## src/rtl/oam_line_arbiter.sv

```systemverilog
// Per-scanline OAM scan scheduler and single-port OAM arbiter (scan engine vs CPU).
// Optional build macro OAM_CPU_INTERLEAVE_EN: CPU accesses steal every second SCAN cycle.
module oam_line_arbiter #(
    parameter int unsigned SCAN_X   = 640,
    parameter int unsigned H_TOTAL  = 800,
    parameter int unsigned V_ACTIVE = 480,
    parameter int unsigned V_TOTAL  = 525,
    parameter int unsigned OAM_AW   = 6
) (
    input  logic              clk,
    input  logic              reset,
    input  logic [9:0]        sx,
    input  logic [9:0]        sy,
    input  logic              cpu_req,
    input  logic              cpu_we,
    input  logic [OAM_AW-1:0] cpu_addr,
    input  logic [31:0]       cpu_wdata,
    output logic              cpu_ack,
    output logic [31:0]       cpu_rdata,
    output logic              scan_start,
    output logic [9:0]        scan_line,
    input  logic [OAM_AW-1:0] scan_addr,
    input  logic              scan_done,
    output logic              scan_stall,
    output logic [OAM_AW-1:0] oam_addr,
    output logic              oam_we,
    output logic [31:0]       oam_wdata,
    input  logic [31:0]       oam_rdata,
    output logic              line_ready,
    output logic              overrun
);

    typedef enum logic [1:0] {
        IDLE,
        CPU_ADDR,
        CPU_DATA,
        SCAN
    } state_t;

    state_t     state;
    logic       pending;
    logic [9:0] pend_line;
    logic [9:0] next_line;
    logic       trig_valid;
    logic       slot;

    always_comb begin
        next_line  = (sy == 10'(V_TOTAL - 1)) ? '0 : sy + 10'd1;
        trig_valid = (sx == 10'(SCAN_X)) && (sx < 10'(H_TOTAL)) && (next_line < 10'(V_ACTIVE));
    end

`ifdef OAM_CPU_INTERLEAVE_EN
    logic phase;

    // The ack cycle of a slot still sees cpu_req high; never start a second access then.
    assign slot = (state == SCAN) && phase && cpu_req && !cpu_ack;
`else
    assign slot = 1'b0;
`endif

    // OAM port mux follows the state directly so the engine's address reaches OAM the same cycle.
    always_comb begin
        oam_addr   = '0;
        oam_we     = 1'b0;
        oam_wdata  = '0;
        scan_stall = 1'b0;
        unique case (state)
            CPU_ADDR: begin
                oam_addr  = cpu_addr;
                oam_we    = cpu_we;
                oam_wdata = cpu_wdata;
            end
            SCAN: begin
                if (slot) begin
                    oam_addr   = cpu_addr;
                    oam_we     = cpu_we;
                    oam_wdata  = cpu_wdata;
                    scan_stall = 1'b1;
                end else begin
                    oam_addr = scan_addr;
                end
            end
            default: ;
        endcase
    end

    assign cpu_rdata = cpu_ack ? oam_rdata : '0;

    always_ff @(posedge clk) begin
        if (reset) begin
            state      <= IDLE;
            pending    <= 1'b0;
            pend_line  <= '0;
            scan_line  <= '0;
            scan_start <= 1'b0;
            cpu_ack    <= 1'b0;
            line_ready <= 1'b0;
            overrun    <= 1'b0;
`ifdef OAM_CPU_INTERLEAVE_EN
            phase      <= 1'b0;
`endif
        end else begin
            scan_start <= 1'b0;
            cpu_ack    <= 1'b0;
`ifdef OAM_CPU_INTERLEAVE_EN
            phase      <= (state == SCAN) ? ~phase : 1'b0;
`endif
            unique case (state)
                IDLE: begin
                    if (trig_valid) begin
                        state      <= SCAN;
                        scan_line  <= next_line;
                        scan_start <= 1'b1;
                        line_ready <= 1'b0;
                        pending    <= 1'b0;
                    end else if (pending) begin
                        state      <= SCAN;
                        scan_line  <= pend_line;
                        scan_start <= 1'b1;
                        line_ready <= 1'b0;
                        pending    <= 1'b0;
                    end else if (cpu_req && !cpu_ack) begin
                        state <= CPU_ADDR;
                    end
                end
                CPU_ADDR: begin
                    if (trig_valid) begin
                        pending   <= 1'b1;
                        pend_line <= next_line;
                    end
                    state   <= CPU_DATA;
                    cpu_ack <= 1'b1;
                end
                CPU_DATA: begin
                    if (trig_valid) begin
                        state      <= SCAN;
                        scan_line  <= next_line;
                        scan_start <= 1'b1;
                        line_ready <= 1'b0;
                        pending    <= 1'b0;
                    end else if (pending) begin
                        state      <= SCAN;
                        scan_line  <= pend_line;
                        scan_start <= 1'b1;
                        line_ready <= 1'b0;
                        pending    <= 1'b0;
                    end else begin
                        state <= IDLE;
                    end
                end
                SCAN: begin
                    if (trig_valid && scan_done) begin
                        // Finished scan gets its one-cycle line_ready in IDLE before the new scan.
                        state      <= IDLE;
                        line_ready <= 1'b1;
                        pending    <= 1'b1;
                        pend_line  <= next_line;
                    end else if (trig_valid) begin
                        overrun    <= 1'b1;
                        scan_line  <= next_line;
                        scan_start <= 1'b1;
                        line_ready <= 1'b0;
`ifdef OAM_CPU_INTERLEAVE_EN
                        phase      <= 1'b0;
`endif
                    end else if (scan_done) begin
                        state      <= IDLE;
                        line_ready <= 1'b1;
                    end
`ifdef OAM_CPU_INTERLEAVE_EN
                    if (slot) begin
                        cpu_ack <= 1'b1;
                    end
`endif
                end
                default: state <= IDLE;
            endcase
        end
    end

endmodule

```

## config.mk

```make
export PLATFORM = sky130hd
export DESIGN_NAME = oam_line_arbiter
export DESIGN_NICKNAME = d
export VERILOG_FILES = /design/src/rtl/oam_line_arbiter.sv
export SDC_FILE = /design/constraint.sdc
export NUM_CORES = 1
export LEC_CHECK = 0
export CORE_ASPECT_RATIO = 0.5
export CORE_UTILIZATION = 25
export DETAILED_ROUTE_END_ITERATION = 12
export PLACE_DENSITY = 0.75
export SYNTH_ARGS = -nofsm -noshare
export SYNTH_HDL_FRONTEND = slang
export SYNTH_SLANG_ARGS = --single-unit
```

## constraint.sdc

```tcl
create_clock -name clk -period 4.2 [get_ports clk]
set_input_delay 1.05 -clock clk [delete_from_list [all_inputs] [get_ports clk]]
set_output_delay 1.05 -clock clk [all_outputs]
set_load 0.03 [all_outputs]
```

After elaboration in Yosys (flattened, before gate mapping) --
Cells that the tools add are included.
Storage, ports and cells: word-level logic and storage cells 77, register bits 27, output and inout port bits 86
Operators by class: equal/unequal tests 14, muxes and demuxes 36, reductions and logical operators 15, $lt $le $gt $ge 2, add/sub/neg operators 1, bitwise operators 1
Operators by type and width (number):
- 32-bit two-way mux | 2
- 10-bit two-way mux | 6
- 10-bit one-hot mux with 2 select lines | 2
- 10-bit == test (second input constant) | 2
- 2-bit two-way mux | 8
- 1-bit two-way mux | 13
- 6-bit one-hot mux with 2 select lines | 1
- 3-bit AND reduction | 4
- 10-bit by 1-bit adder with 10-bit output (second input constant) | 1
- 10-bit < comparator (second input constant) | 1
- 10-bit by 9-bit < comparator with 1-bit output (second input constant) | 1
- 2-bit != test (second input constant) | 4
- 4-bit != test (second input constant) | 2
- 2-bit one-hot mux with 4 select lines | 1
- 3-bit != test (second input constant) | 2
- 2-bit == test (second input constant) | 2
- 1-bit logical AND | 4
- 1-bit one-hot mux with 2 select lines | 2
- 4-bit AND reduction | 1
- 2-bit nonzero test | 2
- 3-bit by 1-bit != test with 1-bit output (second input constant) | 1
- 1-bit one-hot mux with 3 select lines | 1
- 2-bit by 1-bit == test with 1-bit output (second input constant) | 1
- 2-bit logical NOT | 1
- 4 further kinds | 4

Depth between registers and ports, before layout --
depth after elaboration 7, depth in mapped cells 8, depth with buffers taken out 7

Worst setup path before layout --
Ideal clock, no wire load.
path kind input to register, from input sx[1], to register pend_line[8], path slack 1318 ps, path buffers 1, data required time 4120 ps, arrival time 2802 ps, cell stages on the path 7, path through nor4b_2 > nand3_2 > or3_4 > a221oi_4 > buf_6 > nor2_2 > a211oi_2
Between the ends: longest elaborated chain between the ends 6
RTL lines:
- start, declared | RTL line 12 | input logic [9:0] sx,
- 10-bit < comparator or 10-bit == test (tied branches) | RTL line 49 | trig_valid = (sx == 10'(SCAN_X)) && (sx < 10'(H_TOTAL)) && (next_line < 10'(V_ACTIVE));
- 1-bit logical AND * (2 in series) | RTL line 49
- 1-bit logical AND | RTL line 152 | if (trig_valid && scan_done) begin
- 2-bit != test (no line)
- 3-bit AND reduction (no line) *
- end signal, assigned | RTL line 129 | pend_line <= next_line;
- end signal, assigned | RTL line 157 | pend_line <= next_line;
- end, declared | RTL line 42 | logic [9:0] pend_line;
Mark *: on every way between the ends. The rest lies on a longest branch, timed or not. A chain may end at the register's enable or synchronous reset.

Worst setup path after layout --
from input cpu_addr[0], to output oam_addr[0]
Between the ends: longest elaborated chain between the ends 1
RTL lines:
- start, declared | RTL line 16 | input logic [OAM_AW-1:0] cpu_addr,
- 6-bit one-hot mux with 2 select lines | RTL line 67 | unique case (state)
- end, declared | RTL line 25 | output logic [OAM_AW-1:0] oam_addr,
No other way between the ends.

==> results.ini <==
[yosys]
synth.ff_latch_count=27
synthArstFlopShare=0
avgSynthCellArea_um2=8.14
synthesis.area_mm2=0.00210
synthFlopType=dfxtp_1
seq_area_frac_synth=0.257
synth_area_leader_cell=dfxtp_1
synth_cell_type_count=52
syn_nets=361
synth_top_area_frac=0.257
ys_warn_count=0
synth_edf_count=0
synth.top_cells.by_area=dfxtp_1, and2_1, mux2i_1, o221a_1, nor2b_1
syn_inst=258

[route]
wl_per_cell_um=13.9
drc_errors=0
first_iter_violations=105
routed_via_density=4.33
ant_nets=0
wirelength_um=7690
drt_pass1_iterations=4
num_vias=2390

[final_layout]
areaGrowthSynthToFinish_pct=97.7
num_antenna_cells=0
final_nets=544
fillerInstances=756
drive_above_1_share=0.0659

[sta]
layout_min_cycle_time_ns=3.49
skew_ns=0.00178
final.setup.tns_ns=0
period_share=0.830
slew_viol_final=0
worstMarginPinSlew_ns=0.756
rsz0062_at_grt=no
fmax_ghz=0.287
maxSlewHeadroom=0.495
setup_viol=0
hold_viol=0

[power_and_ir_drop]
ir_drop_mv=0.145
switching_power_uw=251
p_per_area_mw_per_mm2=197
p_leak_nw=1.49
p_int_uw=568
p_seq_frac=0.327
power_uw=820
comb_power_share=0.417
switching_share=0.307
clkPwrFrac=0.256

[clock_network]
ctsHoldBuffers=0
cts_max_path_buffers=2
postCtsSetupRepairBufs=0
ctsHtreeMaxLevel=1
cts_resized=0
clock_latency_ns=0.25
cts_buffers=3
root_buffer=clkbuf_16
clkSlewWorstSetupHoldPaths_ns=0.06
cts_tree=done
clock_sinks=27

[floorplan]
io_pins=187
die_w_um=132
fp.dieH_um=66.8
core_area_mm2=0.00806
start_util=0.261
die_area_mm2=0.00879
rows=23

[global_route]
antenna_found_initial=0
grt_pass1_vias=2057
grt_overflow=0
grt_pass1_wl_um=11100
grtUsageTotal=0.159
grt_max_degree=35

[flow_run]
cap_violations=0

[worst_setup_path]
crit-reg2reg-launch=state[1]
endpoint_kind=primary output
worstSetupStartpoint=cpu_addr[0]
required_ns=3.15
path_class=in -> out
r2r_setup_slack_ns=2.27
worst_setup_path_start_kind=input port
r2r_end=scan_line[6]
arrival_ns=2.44
worstPathMaxFanout=1
crit_path_end=oam_addr[0]
rr_worst_depth=5

[placement]
hpwlAfterDp_um=6230
io_buffers=185
gp_congestion=0.837

[min_path]
hold_path.class=reg -> reg

[status]
status=completed

-- routing by layer --
| metal | share of wire | vias up | global-route usage |
|---|---|---|---|
| met2 | 0.48 | 74 | 0.256 |
| met4 | 0.0027 | 0 | 0.0276 |
| li1 | - | 1261 | - |
| met3 | 0.045 | 2 | 0.0152 |
| met5 | 0 | - | 0 |
| met1 | 0.48 | 1053 | 0.230 |
-- sequential cells by signal, summed over array words and instances, names as in the netlist --
register    flops
pending         1
scan_line      10
line_ready      1
scan_start      1
pend_line      10
state           2
cpu_ack         1
overrun         1
-- cell usage after synthesis (2+ instances only) --
cell type  number
nor4b_2         2
a211oi_2        3
o221a_1         6
a21oi_2         2
and3_1          3
o22ai_1         2
nand2b_1        2
nor2b_1         9
and2_1         69
o21ai_0         5
or3_1           3
nand3_2         4
clkbuf_1       10
xor2_1          3
nand3_1         5
nand2_1        14
ha_1            2
nor3_1          4
dfxtp_1        27
a21oi_1        10
nor4_1          2
xnor2_1         4
inv_1          10
nor2_1         10
o21ai_1         2
nor2_2          4
a211oi_1        4
o31a_1          2
nand4_1         3
mux2i_1        10
-- critical path, cell delays in order --
cell,delay (ns)
clkdlybuf4s50_1,0.50
mux2i_1,0.08
nor2b_1,0.12
clkdlybuf4s50_1,0.68
-- worst min path at each step --
stage	from	slack [ns]	cells past startpoint	endpoint
floorplan	pend_line[9]	0.44	2	scan_line[9]
global placement	overrun	0.45	2	overrun
detailed placement	overrun	0.45	2	overrun
CTS	overrun	0.46	2	overrun
global route	overrun	0.48	2	overrun
finish	overrun	0.46	2	overrun
-- per-stage QoR --
stage	setup slack, ns	util	instances	instance area [µm²]	hold slack (ns)
3_3_place_gp	0.578	0.505	548	4070	0.455
6_report	0.714	0.515	552	4150	0.456
2_1_floorplan	1.32	-	258	2100	0.443
4_1_cts	0.705	0.515	552	4150	0.456
5_1_grt	0.607	0.515	552	4150	0.480
3_5_place_dp	0.473	0.505	548	4070	0.446
-- area by class of cell --
| class | instances | area, µm² | share of cell area |
|---|---|---|---|
| Tap cell | 112 | 140 | 0.0338 |
| Sequential cell | 27 | 541 | 0.130 |
| Inverter | 10 | 37.5 | 0.00904 |
| Timing Repair Buffer | 190 | 1890 | 0.455 |
| Clock buffer | 4 | 78.8 | 0.0190 |
| Multi-Input combinational cell | 209 | 1470 | 0.353 |
-- power by group through the flow --
stage	sequential [mW]	clock, mW	combinational, mW
after detailed placement	0.274	0	0.340
final	0.268	0.210	0.342
after global placement	0.274	0	0.340
after global routing	0.269	0.225	0.363
after floorplan	0.268	0	0.160
after CTS	0.268	0.214	0.343
-- placed cells by master, fill, tap and decap left out, drive strengths merged, types with 2 or more instances in the layout --
master and n:
clkdlybuf4s50 185, xnor2 4, nor4b 2, o21ai 7
and2 69, mux2i 10, nor2b 9, a21oi 12
nor4 3, inv 10, nand2 14, nand2b 2
a211oi 7, and3 3, or3 4, dfxtp 27
xor2 3, nor2 14, buf 5, nand4 3
o221a 6, o31a 2, nor3 4, o22ai 2
clkbuf 4, nand3 9, ha 2
-- logic make-up after synthesis --
group,count (synthesis),synth area share
flip-flops,27,0.257
AND/OR/NAND/NOR,140,0.408
buffers and inverters,22,0.0447
adder cells (fa/ha/maj),2,0.0119
multiplexers,10,0.0477
AO/OA/AOI/OAI,49,0.200
other,1,0.00179
XOR/XNOR,7,0.0292
No activity file was read; power rests on OpenSTA's default activity.
